**src/rtl/control_pkg.sv**
```systemverilog
// Shared opcode, ALU-op and step-state definitions for the control sequencer.
package control_pkg;

    // Non-ALU opcodes (ir MSB = 0)
    localparam logic [2:0] OP_LOAD  = 3'b000;
    localparam logic [2:0] OP_STORE = 3'b001;
    localparam logic [2:0] OP_DATA  = 3'b010;
    localparam logic [2:0] OP_JMPR  = 3'b011;
    localparam logic [2:0] OP_JMP   = 3'b100;
    localparam logic [2:0] OP_JCOND = 3'b101;
    localparam logic [2:0] OP_CLF   = 3'b110;
    localparam logic [2:0] OP_HALT  = 3'b111;

    // ALU operations (ir MSB = 1)
    localparam logic [2:0] ALU_ADD = 3'b000;
    localparam logic [2:0] ALU_SHR = 3'b001;
    localparam logic [2:0] ALU_SHL = 3'b010;
    localparam logic [2:0] ALU_NOT = 3'b011;
    localparam logic [2:0] ALU_AND = 3'b100;
    localparam logic [2:0] ALU_OR  = 3'b101;
    localparam logic [2:0] ALU_XOR = 3'b110;
    localparam logic [2:0] ALU_CMP = 3'b111;

    // Encoding matches the visible step number; HALTED reads as step 0
    typedef enum logic [2:0] {
        StHalted = 3'd0,
        StS1     = 3'd1,
        StS2     = 3'd2,
        StS3     = 3'd3,
        StS4     = 3'd4,
        StS5     = 3'd5,
        StS6     = 3'd6
    } step_e;

    // One-hot instruction class
    typedef struct packed {
        logic alu;
        logic cmp;
        logic load;
        logic store;
        logic data;
        logic jmpr;
        logic jmp;
        logic jcond;
        logic clf;
        logic halt;
    } instr_cls_t;

endpackage

```
**src/rtl/opcode_decoder.sv**
```systemverilog
// Classifies the instruction from its top four bits and gives its last step.
module opcode_decoder
    import control_pkg::*;
(
    input  logic [3:0] ir_hi_i,
    output instr_cls_t cls_o,
    output step_e      last_step_o
);

    // One-hot class from ALU bit and opcode field
    always_comb begin
        cls_o = '0;
        if (ir_hi_i[3]) begin
            if (ir_hi_i[2:0] == ALU_CMP) cls_o.cmp = 1'b1;
            else                         cls_o.alu = 1'b1;
        end else begin
            unique case (ir_hi_i[2:0])
                OP_LOAD:  cls_o.load  = 1'b1;
                OP_STORE: cls_o.store = 1'b1;
                OP_DATA:  cls_o.data  = 1'b1;
                OP_JMPR:  cls_o.jmpr  = 1'b1;
                OP_JMP:   cls_o.jmp   = 1'b1;
                OP_JCOND: cls_o.jcond = 1'b1;
                OP_CLF:   cls_o.clf   = 1'b1;
                OP_HALT:  cls_o.halt  = 1'b1;
                default:  cls_o       = '0;
            endcase
        end
    end

    // JCOND reports S6; the core ends it early at S5 when not taken
    always_comb begin
        last_step_o = StS5;
        if (cls_o.alu || cls_o.data || cls_o.jcond)      last_step_o = StS6;
        else if (cls_o.jmpr || cls_o.clf || cls_o.halt)  last_step_o = StS4;
    end

endmodule

```
**src/rtl/control_sequencer.sv**
```systemverilog
// Step state machine with memory-ready stalls, halt/run control and
// one-hot register enables for the 8-bit mini computer.
module control_sequencer
    import control_pkg::*;
#(
    parameter  int unsigned REG_CNT = 4,
    localparam int unsigned SEL_W   = $clog2(REG_CNT),
    localparam int unsigned IR_W    = 4 + 2 * SEL_W
) (
    input  logic               clk_i,
    input  logic               rst_ni,
    input  logic [IR_W-1:0]    ir_i,
    input  logic               flag_c_i,
    input  logic               flag_a_i,
    input  logic               flag_e_i,
    input  logic               flag_z_i,
    input  logic               mem_ready_i,
    input  logic               halt_req_i,
    input  logic               run_i,
    output logic               bus1_o,
    output logic               iar_en_o,
    output logic               ram_en_o,
    output logic               acc_en_o,
    output logic [REG_CNT-1:0] reg_en_o,
    output logic               ir_set_o,
    output logic               mar_set_o,
    output logic               acc_set_o,
    output logic               tmp_set_o,
    output logic               ram_set_o,
    output logic               iar_set_o,
    output logic               flags_set_o,
    output logic [REG_CNT-1:0] reg_set_o,
    output logic [2:0]         alu_op_o,
    output logic [2:0]         step_o,
    output logic               halted_o,
    output logic               instr_done_o
);

    step_e              state_q, state_d;
    logic               active_q;
    instr_cls_t         cls;
    step_e              last_step;
    logic [REG_CNT-1:0] rega_oh, regb_oh;
    logic               taken, mem_step, stall, last;

    opcode_decoder u_dec (
        .ir_hi_i     (ir_i[IR_W-1:IR_W-4]),
        .cls_o       (cls),
        .last_step_o (last_step)
    );

    localparam logic [REG_CNT-1:0] OneHot = {{(REG_CNT-1){1'b0}}, 1'b1};

    // Register selects, jump condition, stall and end-of-instruction detection
    always_comb begin
        rega_oh  = OneHot << ir_i[2*SEL_W-1:SEL_W];
        regb_oh  = OneHot << ir_i[SEL_W-1:0];
        taken    = |(ir_i[3:0] & {flag_c_i, flag_a_i, flag_e_i, flag_z_i});
        mem_step = (state_q == StS2)
                || (state_q == StS5 && (cls.load || cls.store || cls.data || cls.jmp))
                || (state_q == StS6 && cls.jcond);
        stall    = mem_step && !mem_ready_i;
        last     = (state_q != StHalted)
                && ((state_q == last_step) || (cls.jcond && state_q == StS5 && !taken));
    end

    // Next step: hold on stall, boundary goes to S1 or HALTED
    always_comb begin
        state_d = state_q;
        if (state_q == StHalted) begin
            if (!halt_req_i && run_i) state_d = StS1;
        end else if (!stall) begin
            if (last) state_d = (halt_req_i || cls.halt) ? StHalted : StS1;
            else      state_d = step_e'(state_q + 3'd1);
        end
    end

    // State register; active_q keeps the first post-reset cycle in S1 with outputs low
    always_ff @(posedge clk_i or negedge rst_ni) begin
        if (!rst_ni) begin
            state_q  <= StS1;
            active_q <= 1'b0;
        end else begin
            active_q <= 1'b1;
            if (active_q) state_q <= state_d;
        end
    end

    // Strobe and enable decode; everything is low while in or just out of reset
    always_comb begin
        bus1_o      = 1'b0;
        iar_en_o    = 1'b0;
        ram_en_o    = 1'b0;
        acc_en_o    = 1'b0;
        reg_en_o    = '0;
        ir_set_o    = 1'b0;
        mar_set_o   = 1'b0;
        acc_set_o   = 1'b0;
        tmp_set_o   = 1'b0;
        ram_set_o   = 1'b0;
        iar_set_o   = 1'b0;
        flags_set_o = 1'b0;
        reg_set_o   = '0;
        alu_op_o    = 3'b000;
        if (active_q) begin
            unique case (state_q)
                StS1: begin
                    bus1_o = 1'b1; iar_en_o = 1'b1; mar_set_o = 1'b1; acc_set_o = 1'b1;
                end
                StS2: begin
                    ram_en_o = 1'b1; ir_set_o = mem_ready_i;
                end
                StS3: begin
                    acc_en_o = 1'b1; iar_set_o = 1'b1;
                end
                StS4: begin
                    if (cls.alu || cls.cmp) begin
                        reg_en_o = regb_oh; tmp_set_o = 1'b1;
                    end else if (cls.load || cls.store) begin
                        reg_en_o = rega_oh; mar_set_o = 1'b1;
                    end else if (cls.data || cls.jcond) begin
                        bus1_o = 1'b1; iar_en_o = 1'b1; mar_set_o = 1'b1; acc_set_o = 1'b1;
                    end else if (cls.jmpr) begin
                        reg_en_o = regb_oh; iar_set_o = 1'b1;
                    end else if (cls.jmp) begin
                        iar_en_o = 1'b1; mar_set_o = 1'b1;
                    end else if (cls.clf) begin
                        bus1_o = 1'b1; flags_set_o = 1'b1;
                    end
                end
                StS5: begin
                    if (cls.alu || cls.cmp) begin
                        reg_en_o  = rega_oh;
                        alu_op_o  = ir_i[IR_W-2:IR_W-4];
                        acc_set_o = 1'b1;
                        flags_set_o = 1'b1;
                    end else if (cls.load || cls.data) begin
                        ram_en_o = 1'b1; reg_set_o = mem_ready_i ? regb_oh : '0;
                    end else if (cls.store) begin
                        reg_en_o = regb_oh; ram_set_o = mem_ready_i;
                    end else if (cls.jmp) begin
                        ram_en_o = 1'b1; iar_set_o = mem_ready_i;
                    end else if (cls.jcond) begin
                        acc_en_o = 1'b1; iar_set_o = 1'b1;
                    end
                end
                StS6: begin
                    if (cls.alu) begin
                        acc_en_o = 1'b1; reg_set_o = regb_oh;
                    end else if (cls.data) begin
                        acc_en_o = 1'b1; iar_set_o = 1'b1;
                    end else if (cls.jcond) begin
                        ram_en_o = 1'b1; iar_set_o = mem_ready_i;
                    end
                end
                default: ;
            endcase
        end
    end

    // Status outputs
    always_comb begin
        step_o       = active_q ? state_q : 3'd0;
        halted_o     = active_q && (state_q == StHalted);
        instr_done_o = active_q && last;
    end

endmodule

```
**config.mk**
```make
export PLATFORM = sky130hd
export DESIGN_NAME = control_sequencer
export DESIGN_NICKNAME = d
export VERILOG_FILES = /design/src/rtl/control_pkg.sv /design/src/rtl/opcode_decoder.sv /design/src/rtl/control_sequencer.sv
export SDC_FILE = /design/constraint.sdc
export NUM_CORES = 1
export LEC_CHECK = 0
export BUFFER_PORTS_ARGS = -buffer_cell sky130_fd_sc_hd__buf_4
export CORE_ASPECT_RATIO = 0.7
export CORE_UTILIZATION = 36
export DETAILED_ROUTE_END_ITERATION = 7
export SLEW_MARGIN = 40
export SYNTH_ARGS = -nofsm -noshare
export SYNTH_HDL_FRONTEND = slang
export SYNTH_HIERARCHICAL = 1
export SYNTH_SLANG_ARGS = --single-unit
```
**constraint.sdc**
```tcl
create_clock -name clk_i -period 6.7 [get_ports clk_i]
set_input_delay 1.005 -clock clk_i [delete_from_list [all_inputs] [get_ports clk_i]]
set_output_delay 1.005 -clock clk_i [all_outputs]
set_load 0.01 [all_outputs]
```
# After elaboration in Yosys (flattened, before gate mapping)
# Index checks and enable logic that the tools add are counted.
[classes]
bitwise = 1
reduce_logical = 31
shift = 2
addsub = 1
n_mux = 105
eq_ne = 16
[ops]
columns = ["operator", "count"]
rows = [
  ["1-bit two-way mux", 71],
  ["4-bit two-way mux", 13],
  ["3-bit two-way mux", 9],
  ["3-bit == test (second input constant)", 7],
  ["4-bit case mux with 2 select lines", 2],
  ["1-bit logical OR", 14],
  ["3-bit by 2-bit == test with 1-bit output (second input constant)", 4],
  ["1-bit logical AND", 9],
  ["1-bit case mux with 3 select lines", 3],
  ["8-bit two-way mux", 1],
  ["1-bit case mux with 2 select lines", 4],
  ["1-bit by 2-bit << shifter with 4-bit output (first input constant)", 2],
  ["3-bit by 1-bit == test with 1-bit output (second input constant)", 2],
  ["3-bit zero test", 2],
  ["4-bit AND", 1],
  ["1-bit case mux with 4 select lines", 1],
  ["4-bit OR reduction", 1],
  ["3-bit by 1-bit adder with 3-bit output (second input constant)", 1],
  ["3-bit == test", 1],
  ["1-bit zero test", 3],
  ["3-bit AND reduction", 1],
  ["3-bit nonzero test", 1],
  ["2-bit two-way mux", 1],
  ["2-bit by 1-bit != test with 1-bit output (second input constant)", 1],
  ["2-bit != test (second input constant)", 1],
]
[totals]
out_inout_bits = 27
reg_bits = 4
input_bits = 17
elab_cells = 158

# Logic depth before layout (Yosys ltp)
# Gate-level depths: netlist of run 1.
[logic_depth]
word_depth = 13
depth_mapped = 9
ltp_nobuf = 8

# Hierarchy
# The synthesis of run 1 kept the hierarchy.
[by_module_without_submodules]
columns = ["module", "seq_area_each_um2", "instances", "cells_per_inst", "area_per_inst_um2"]
rows = [
  ["control_sequencer", 101.3, 1, 136, 929.6],
  ["opcode_decoder", 0.0, 1, 23, 135.1],
]

# Worst setup path after synthesis of run 1
# OpenSTA, ideal clock, no wires.
[synth_timing]
path_kind = "input-to-output"
startpoint = "input ir_i[6]"
endpoint = "output iar_set_o"
n_path_buf = 1
cell_stages = 7
path_slack_ns = 3.040
arrival_ns = 2.655
required_ns = 5.695
cell_sequence = "buf_4 nor4_1 nor2_1 nand3_1 a2bb2o_1 a211oi_1 nor2_1"
[synth_rtl]
columns = ["item", "line_no", "source"]
rows = [
  ["from (decl)", "control_sequencer.sv:12", "input logic [IR_W-1:0] ir_i,"],
  ["to (decl)", "control_sequencer.sv:30", "output logic iar_set_o,"],
]

==> results of run 1 <==
==> critical path, stage by stage <==
cell and delay (ns):
buf_4 0.14, inv_2 0.09, nand2_1 0.11, nor2_1 0.51, nor2_1 0.14, nand3_1 0.14
a2bb2o_1 0.28, a211oi_1 0.24, nor2_1 0.07, buf_4 0.16
==> Yosys cell counts (2+ instances only) <==
cell	n
a32o_1	2
nand2b_1	5
and3_1	3
a21oi_1	11
o21a_1	2
a31oi_1	3
nor3b_1	3
dfrtp_1	3
nand2_1	11
o21ai_0	9
xor2_1	3
buf_6	2
ha_1	5
o32ai_1	3
or2_2	2
nor2_1	25
and4bb_2	2
conb_1	2
nor3_1	11
nand3_1	3
inv_1	9
a211oi_1	2
buf_4	2
==> kinds of logic (layout without fill, tap and decap cells) <==
kind of cell,count (synthesis),count (layout),synth area share
simple gates,80,80,0.4113
compound gates,47,47,0.3114
buf+inv,17,57,0.08223
fa+ha+maj,5,5,0.05875
flops,4,4,0.09518
xor+xnor,3,3,0.02468
other cells,2,2,0.007053
mux,1,1,0.009401
==> sequential cells by signal (all words and copies together), names as in the netlist <==
register	cells
state_q	3
active_q	1
==> area by class of cell <==
cell class                      count  area (µm²)  area share
Multi-Input combinational cell    138       892.1      0.6179
Timing Repair Buffer               43       322.8      0.2236
Sequential cell                     4       101.3     0.07019
Clock buffer                        4       45.04     0.03120
Tap cell                           36       45.04     0.03120
Inverter                           10       37.54     0.02600
==> worst paths after layout <==
check | to | cells after the start
setup / recovery | iar_set_o | 10
hold reg to reg | state_q[0] | 2
min in group clk_i | state_q[0] | 2
max in group asynchronous | state_q[0] | 1
hold / removal | state_q[2] | 1
setup reg to reg | state_q[1] | 6
==> power groups by stage <==
| stage | Clock (W) | Sequential, W | Combinational, W |
|---|---|---|---|
| after floorplan | 0 | 0.0000470 | 0.000186 |
| after global placement | 0 | 0.0000604 | 0.000253 |
| after detailed placement | 0 | 0.0000610 | 0.000254 |
| after CTS | 0.0000558 | 0.0000606 | 0.000255 |
| after global routing | 0.0000585 | 0.0000631 | 0.000283 |
| final | 0.0000538 | 0.0000609 | 0.000257 |
==> layer usage <==
| layer | GRT usage | routed length, µm | up-vias |
|---|---|---|---|
| li1 | - | - | 661 |
| met1 | 0.3278 | 1642 | 618 |
| met2 | 0.3420 | 1462 | 61 |
| met3 | 0.05238 | 320 | 2 |
| met4 | 0.01277 | 7 | 0 |
| met5 | 0 | 0 | - |
==> through the flow <==
stage / setup WS (ns) / util
6_report: 2.817 / 0.5152
5_1_grt: 2.642 / 0.5152
4_1_cts: 2.623 / 0.5094
3_5_place_dp: 2.633 / 0.4933
3_3_place_gp: 2.664 / 0.4933
2_1_floorplan: 3.040 / -
==> metrics.cfg, run 1 <==
[power_and_ir_drop]
p_total_w=0.0003721
p_comb_frac=0.692
power_frac_seq=0.164
p_leak_nw=0.6467
power.switching_w=0.0001819
powerDensity_nw_per_um2=257.7
switching_share=0.4889
p_int_w=0.0001902
peakVddDrop_mv=0.2086
share_clk_of_total_power=0.145

[global_route]
gr-total-overflow=0
grtUsageTotal=0.2228
grt_pass1_vias=1133
grt_max_degree=16
grt_pass1_wl_um=5416
antenna_found_initial=0

[finish]
area_delta_synth_final_pct=35.60
antennaDiodeCount=0
final_layout_size_suffix_gt1_frac=0.3518
fin_cells=235
n_fill_cell=277
final_common_cell=buf_4
final_area_um2=1444
fin_nets=222
final_cell_mix=buf_4 (43), nor2_1 (25), nand2_1 (11), a21oi_1 (11)

[floorplanning]
die_h_um=47.50
start_util=0.3799
die_w_um=67
dieArea_um2=3183
rows=16
coreArea_um2=2803
num_io_pins=44

[synth]
yosys.area.top_type=nor2_1
synth_area_leaders=nor2_1 (8.8%), dfrtp_1 (7.1%), ha_1 (5.9%)
ys_warn_count=6
avgSynthCellArea_um2=6.697
seq_area_frac_synth=0.09518
synth_cells=159
synth.distinct_cells=59
synth-main-ff-cell=dfrtp_1
ys_ff_latch=4
synth_top_area_share=0.08813
synth_nets=181
ys_async_sr_fraction=1.000
synth_area_um2=1065
synth_edf_count=0

[critical_path]
path_class=primary input to output port
critical_path.startpoint=ir_i[7]
critPathCaptureType=output port
required_ns=5.69
worstPathArrival_ns=2.88
r2r-start=state_q[0]
cp-start-kind=primary input
r2r_slack_ns=4.72
cp_max_fo=10

[route]
viasPerCell=5.711
firstDrtPassIters=4
antenna_left=0
wirelength_um=3433
drc=0
first_iter_violations=138
vias=1342
wl_per_cell_um=14.61

[cts]
cts_resized=0
root_buffer=clkbuf_8
cts_tree=done
cts_setup_buffers=0
cts.htree.levels=1
cts_sinks=4
path_clk_slew_ns=0.03
clockBufferDepth=2
cts_made_buffers=3
cts-hold-fix-buffers=0
clk_latency_ns=0.22

[placed_design]
gp_congestion=1.001
io_buffers=43
dpl.hpwl_um=2746
placed_cell_area_um2=1383
post-place-cells=231

[sta]
fin_crit_sh=0.5795
max_slew_margin=0.5734
hold_violations=0
fin_worst_hold_slack_ns=0.5733
fin_skew_ns=0.0001867
finalSetupViolCount=0
rsz0062_at_grt=false
fmax_ghz=0.2576
fin_crit_ns=3.883
finalMaxSlewViolations=0
fin_tns_setup_ns=0
tightest_slew_ns=0.6369

[run_status]
status=finished clean

[job]
cap_violations=0

[min_path]
hold_class=primary input to async pin

(Power assumes the default switching activity.)
==> inputs of run 2 (changes only) <==
Settings changed: PLACE_DENSITY from default to 0.65.
Clock period 6.7 ns to 3.3 ns, I/O delays scaled along.
==> metrics.cfg, run 2 (synthesized netlist as in run 1, its figures left out) <==
[run_status]
status=finished clean

[cts]
root_buffer=clkbuf_8
cts-hold-fix-buffers=0  ; unchanged
cts_sinks=4  ; unchanged
cts_made_buffers=3  ; unchanged
clk_latency_ns=0.22  ; about the same
path_clk_slew_ns=0.04  ; about the same
cts_setup_buffers=0  ; unchanged
cts.htree.levels=1  ; unchanged
cts_tree=done
clockBufferDepth=2  ; unchanged
cts_resized=0  ; unchanged

[sta]
rsz0062_at_grt=false
max_slew_margin=0.5753  ; +0.001877
finalSetupViolCount=0  ; unchanged
finalMaxSlewViolations=0  ; unchanged
fin_tns_setup_ns=0  ; unchanged
fin_crit_sh=0.8569
fin_skew_ns=0.006656  ; +0.006469 ns
hold_violations=0  ; unchanged
fmax_ghz=0.3536
fin_crit_ns=2.828
tightest_slew_ns=0.6341  ; -0.002803 ns

[critical_path]
worstPathArrival_ns=2.33  ; -0.55 ns
critPathCaptureType=output port
r2r-end=state_q[1]
cp-start-kind=primary input
r2r_slack_ns=1.30  ; -3.42 ns
timing.critical_path.to=reg_en_o[1]
required_ns=2.80  ; -2.89 ns
critPathSlowestCell=a31oi_1
cp_num_buf_inv=2  ; -1
path_depth=7  ; -3
critical_path.startpoint=ir_i[5]
r2r-start=state_q[0]
crit_path_cell_trace=buf_4, a31oi_1, nor2_4, nor2_1, o21ai_0, o32ai_1, buf_4
critical-path-top-delay-family=compound AO/OA/AOI/OAI gates
worstRegToRegCells=7  ; +1
max_stage_delay_ns=0.54  ; +0.03 ns
cp_max_fo=8  ; -2
path_class=primary input to output port
cpMostUsedCell=buf_4

[finish]
area_delta_synth_final_pct=36.90
final_layout_size_suffix_gt1_frac=0.3498  ; -0.002005
max_flop_register=state_q
antennaDiodeCount=0  ; unchanged
top_regs=state_q (3), active_q (1)
fin_nets=226  ; +1.8%
fin_util=0.5201  ; +0.004910
final_common_cell=buf_4
largest_reg_flops=3  ; unchanged
final_cell_mix=buf_4 (47), nor2_1 (25), nand2_1 (11), nor3_1 (11), a21oi_1 (11)

[power_and_ir_drop]
switching_share=0.4891  ; about the same
power_frac_seq=0.162  ; -0.002
powerDensity_nw_per_um2=521.2  ; +100%
share_clk_of_total_power=0.144  ; about the same
p_int_w=0.0003881  ; +100%
p_total_w=0.0007597  ; +100%
power.switching_w=0.0003716  ; +100%
p_comb_frac=0.694  ; +0.002
peakVddDrop_mv=0.5205  ; +150%
p_leak_nw=0.6654  ; +2.9%

[floorplanning]
dieArea_um2=3183  ; unchanged
die_w_um=67  ; unchanged
coreArea_um2=2803  ; unchanged
start_util=0.3799  ; unchanged
die_h_um=47.50  ; unchanged
rows=16  ; unchanged
num_io_pins=44  ; unchanged

[global_route]
antenna_found_initial=0  ; unchanged
grtUsageTotal=0.2319  ; +0.009089
grt_pass1_wl_um=5554  ; +2.5%
grt_pass1_vias=1185  ; +4.6%
gr-total-overflow=0  ; unchanged
grt_max_degree=16  ; unchanged

[route]
antenna_left=0  ; unchanged
wl_per_cell_um=14.65  ; +0.27%
viasPerCell=5.611  ; -1.7%
firstDrtPassIters=4  ; unchanged
wirelength_um=3501  ; +2.0%
first_iter_violations=73  ; -47%
drc=0  ; unchanged
vias=1341  ; -0.075%

[job]
cap_violations=0  ; unchanged

[placed_design]
gp_congestion=1.032  ; +3.1%
dpl.hpwl_um=2785  ; +1.4%
io_buffers=43  ; unchanged

[min_path]
hold_class=primary input to async pin

## run 2: cell types whose count changed in the layout (fill, tap and decap cells not counted), sizes merged
cell  previous run  this run
buf             43        47
## run 2: power groups by stage
stage          combinational (W)  sequential (W)  clock (W)
2_1_floorplan           0.000377       0.0000955          0
3_3_place_gp            0.000513        0.000121          0
3_5_place_dp            0.000524        0.000122          0
4_1_cts                 0.000525        0.000123   0.000114
5_1_grt                 0.000587        0.000128   0.000118
6_report                0.000527        0.000123   0.000109
## run 2: area by class of cell
class | instances | area [µm²]
fillers | 284 | 1345
multi-input cells | 138 | 875.8
repair buffers | 47 | 352.8
flip-flops and latches | 4 | 101.3
clock buffers | 4 | 45.04
well taps | 36 | 45.04
inverters | 10 | 37.54
## run 2: worst min-delay path by stage
stage                      start       end  slack, ns  depth (start not counted)
after detailed placement  rst_ni  active_q       0.29                          1
after floorplan           rst_ni  active_q       0.20                          0
final                     rst_ni  active_q       0.06                          1
after CTS                 rst_ni  active_q       0.06                          1
after global placement    rst_ni  active_q       0.29                          1
after global routing      rst_ni  active_q       0.06                          1
## run 2: through the flow
| stage | hold WS [ns] | cells | area, µm² | setup WS (ns) |
|---|---|---|---|---|
| floorplan | 0.1994 | 159 | 1065 | 0.6599 |
| global placement | 0.2930 | 235 | 1413 | 0.6164 |
| detailed placement | 0.2930 | 235 | 1413 | 0.5682 |
| CTS | 0.05581 | 239 | 1458 | 0.5412 |
| global route | 0.05867 | 239 | 1458 | 0.2778 |
| finish | 0.06301 | 239 | 1458 | 0.4723 |
## run 2: per-layer routing
| metal | GRT usage | part of all wire | vias to the layer above |
|---|---|---|---|
| met3 | 0.03333 | 0.069 | 4 |
| met2 | 0.3760 | 0.45 | 60 |
| met1 | 0.3240 | 0.47 | 612 |
| met5 | 0 | 0 | - |
| li1 | - | - | 665 |
| met4 | 0.06383 | 0.0060 | 0 |
==> inputs of run 3 (changes only) <==
Settings changed: PLACE_DENSITY 0.65 to default.
Clock period 3.3 ns to 3.4 ns, I/O delays scaled along.
==> metrics.cfg, run 3 (synthesized netlist as in run 1, its figures left out) <==
[finish]
largest_reg_flops=3  ; unchanged
area_delta_synth_final_pct=37.60
fin_nets=227  ; +0.44%
top_regs=state_q (3), active_q (1)
n_fill_cell=276  ; -2.8%
final_layout_size_suffix_gt1_frac=0.3529  ; +0.003187
final_common_cell=buf_4
final_cell_mix=buf_4 (48), nor2_1 (25), nand2_1 (11), nor3_1 (11), a21oi_1 (11)
max_flop_register=state_q
antennaDiodeCount=0  ; unchanged

[route]
first_iter_violations=93  ; +27%
viasPerCell=5.550  ; -1.1%
antenna_left=0  ; unchanged
drc=0  ; unchanged
wl_per_cell_um=13.76  ; -6.1%
vias=1332  ; -0.67%
firstDrtPassIters=4  ; unchanged
wirelength_um=3302  ; -5.7%

[power_and_ir_drop]
peakVddDrop_mv=0.4957  ; -4.8%
p_int_w=0.0003757  ; -3.2%
p_leak_nw=0.6703  ; +0.73%
p_comb_frac=0.692  ; -0.002
switching_share=0.4823  ; -0.006852
power_frac_seq=0.164  ; +0.002
share_clk_of_total_power=0.143  ; about the same
powerDensity_nw_per_um2=495.3  ; -5.0%
power.switching_w=0.0003500  ; -5.8%

[sta]
fmax_ghz=0.3576
hold_violations=0  ; unchanged
fin_crit_ns=2.796
max_slew_margin=0.6635  ; +0.08819
fin_tns_setup_ns=0  ; unchanged
finalMaxSlewViolations=0  ; unchanged
rsz0062_at_grt=false
tightest_slew_ns=0.5009  ; -0.1332 ns
fin_skew_ns=0.0006463  ; -0.006010 ns
fin_crit_sh=0.8224
finalSetupViolCount=0  ; unchanged
fin_ws_ns=0.6039  ; +0.1316 ns

[critical_path]
path_class=flop to output port
worstPathArrival_ns=2.29  ; -0.04 ns
critPathCaptureType=output port
cp_max_fo=6  ; -2
required_ns=2.89  ; +0.09 ns
cp-start-kind=flop

[placed_design]
dpl.hpwl_um=2638  ; -5.3%
io_buffers=43  ; unchanged
gp_congestion=0.9468  ; -8.2%
pre_cts_ws_ns=0.6675  ; +0.09932 ns

[run_status]
status=finished clean

[cts]
clockBufferDepth=2  ; unchanged
cts.htree.levels=1  ; unchanged
cts_made_buffers=3  ; unchanged
cts-hold-fix-buffers=0  ; unchanged
path_clk_slew_ns=0.03  ; about the same
cts_resized=0  ; unchanged
cts_sinks=4  ; unchanged
root_buffer=clkbuf_8
cts_tree=done
cts_setup_buffers=0  ; unchanged
clk_latency_ns=0.21  ; about the same

[global_route]
grt_pass1_vias=1126  ; -5.0%
grtUsageTotal=0.2141  ; -0.01782
gr-total-overflow=0  ; unchanged
antenna_found_initial=0  ; unchanged
grt_pass1_wl_um=5244  ; -5.6%
grt_max_degree=16  ; unchanged

[floorplanning]
die_w_um=67  ; unchanged
rows=16  ; unchanged
num_io_pins=44  ; unchanged
start_util=0.3799  ; unchanged
die_h_um=47.50  ; unchanged
coreArea_um2=2803  ; unchanged
dieArea_um2=3183  ; unchanged

[min_path]
hold_class=primary input to async pin

[job]
cap_violations=0  ; unchanged

## run 3: metal layers
metal	wire length (µm)	vias up	GRT usage
met2	1360	66	0.3260
met5	0	-	0
met3	331	0	0.04762
met1	1611	598	0.3175
met4	0	0	0.01702
li1	-	668	-
## run 3: stage by stage
step | utilization | hold slack, ns | instances | instance area, µm² | total power [W]
after floorplan | - | 0.2144 | 159 | 1065 | 0.0004586
after global routing | 0.5228 | 0.07406 | 240 | 1465 | 0.0007993
after global placement | 0.5067 | 0.3059 | 236 | 1420 | 0.0006187
final | 0.5228 | 0.08254 | 240 | 1465 | 0.0007257
after CTS | 0.5228 | 0.07787 | 240 | 1465 | 0.0007247
after detailed placement | 0.5067 | 0.3069 | 236 | 1420 | 0.0006167
## run 3: power groups by stage
stage / Clock, W / Combinational (W) / Sequential (W)
2_1_floorplan: 0 / 0.000366 / 0.0000926
3_3_place_gp: 0 / 0.000500 / 0.000119
3_5_place_dp: 0 / 0.000498 / 0.000119
4_1_cts: 0.000107 / 0.000499 / 0.000119
5_1_grt: 0.000114 / 0.000560 / 0.000125
6_report: 0.000104 / 0.000502 / 0.000119
## run 3: critical path, stage by stage, from the launching register on
cell,delay (ns)
dfstp_2,0.58
ha_1,0.36
nand2_4,0.12
nor2_1,0.31
o21ai_0,0.22
o32ai_1,0.30
buf_4,0.17
## run 3: cell type report
type / instances / area (µm²) / area share
Timing Repair Buffer: 48 / 360.3 / 0.2459
Multi-Input combinational cell: 138 / 875.8 / 0.5978
Inverter: 10 / 37.54 / 0.02562
Sequential cell: 4 / 101.3 / 0.06917
Tap cell: 36 / 45.04 / 0.03074
Clock buffer: 4 / 45.04 / 0.03074
## run 3: path summary, 6_finish.rpt
check | from | end | slack, ns | depth (start not counted)
worst max-delay path | state_q[0] | reg_en_o[2] | 0.60 | 6
worst min-delay path | rst_ni | active_q | 0.08 | 1
worst max register to register | state_q[0] | state_q[1] | 1.42 | 7
worst min register to register | state_q[0] | state_q[0] | 0.56 | 2
max in group asynchronous | rst_ni | state_q[0] | 3.13 | 1
min in group clk_i | state_q[0] | state_q[0] | 0.56 | 2
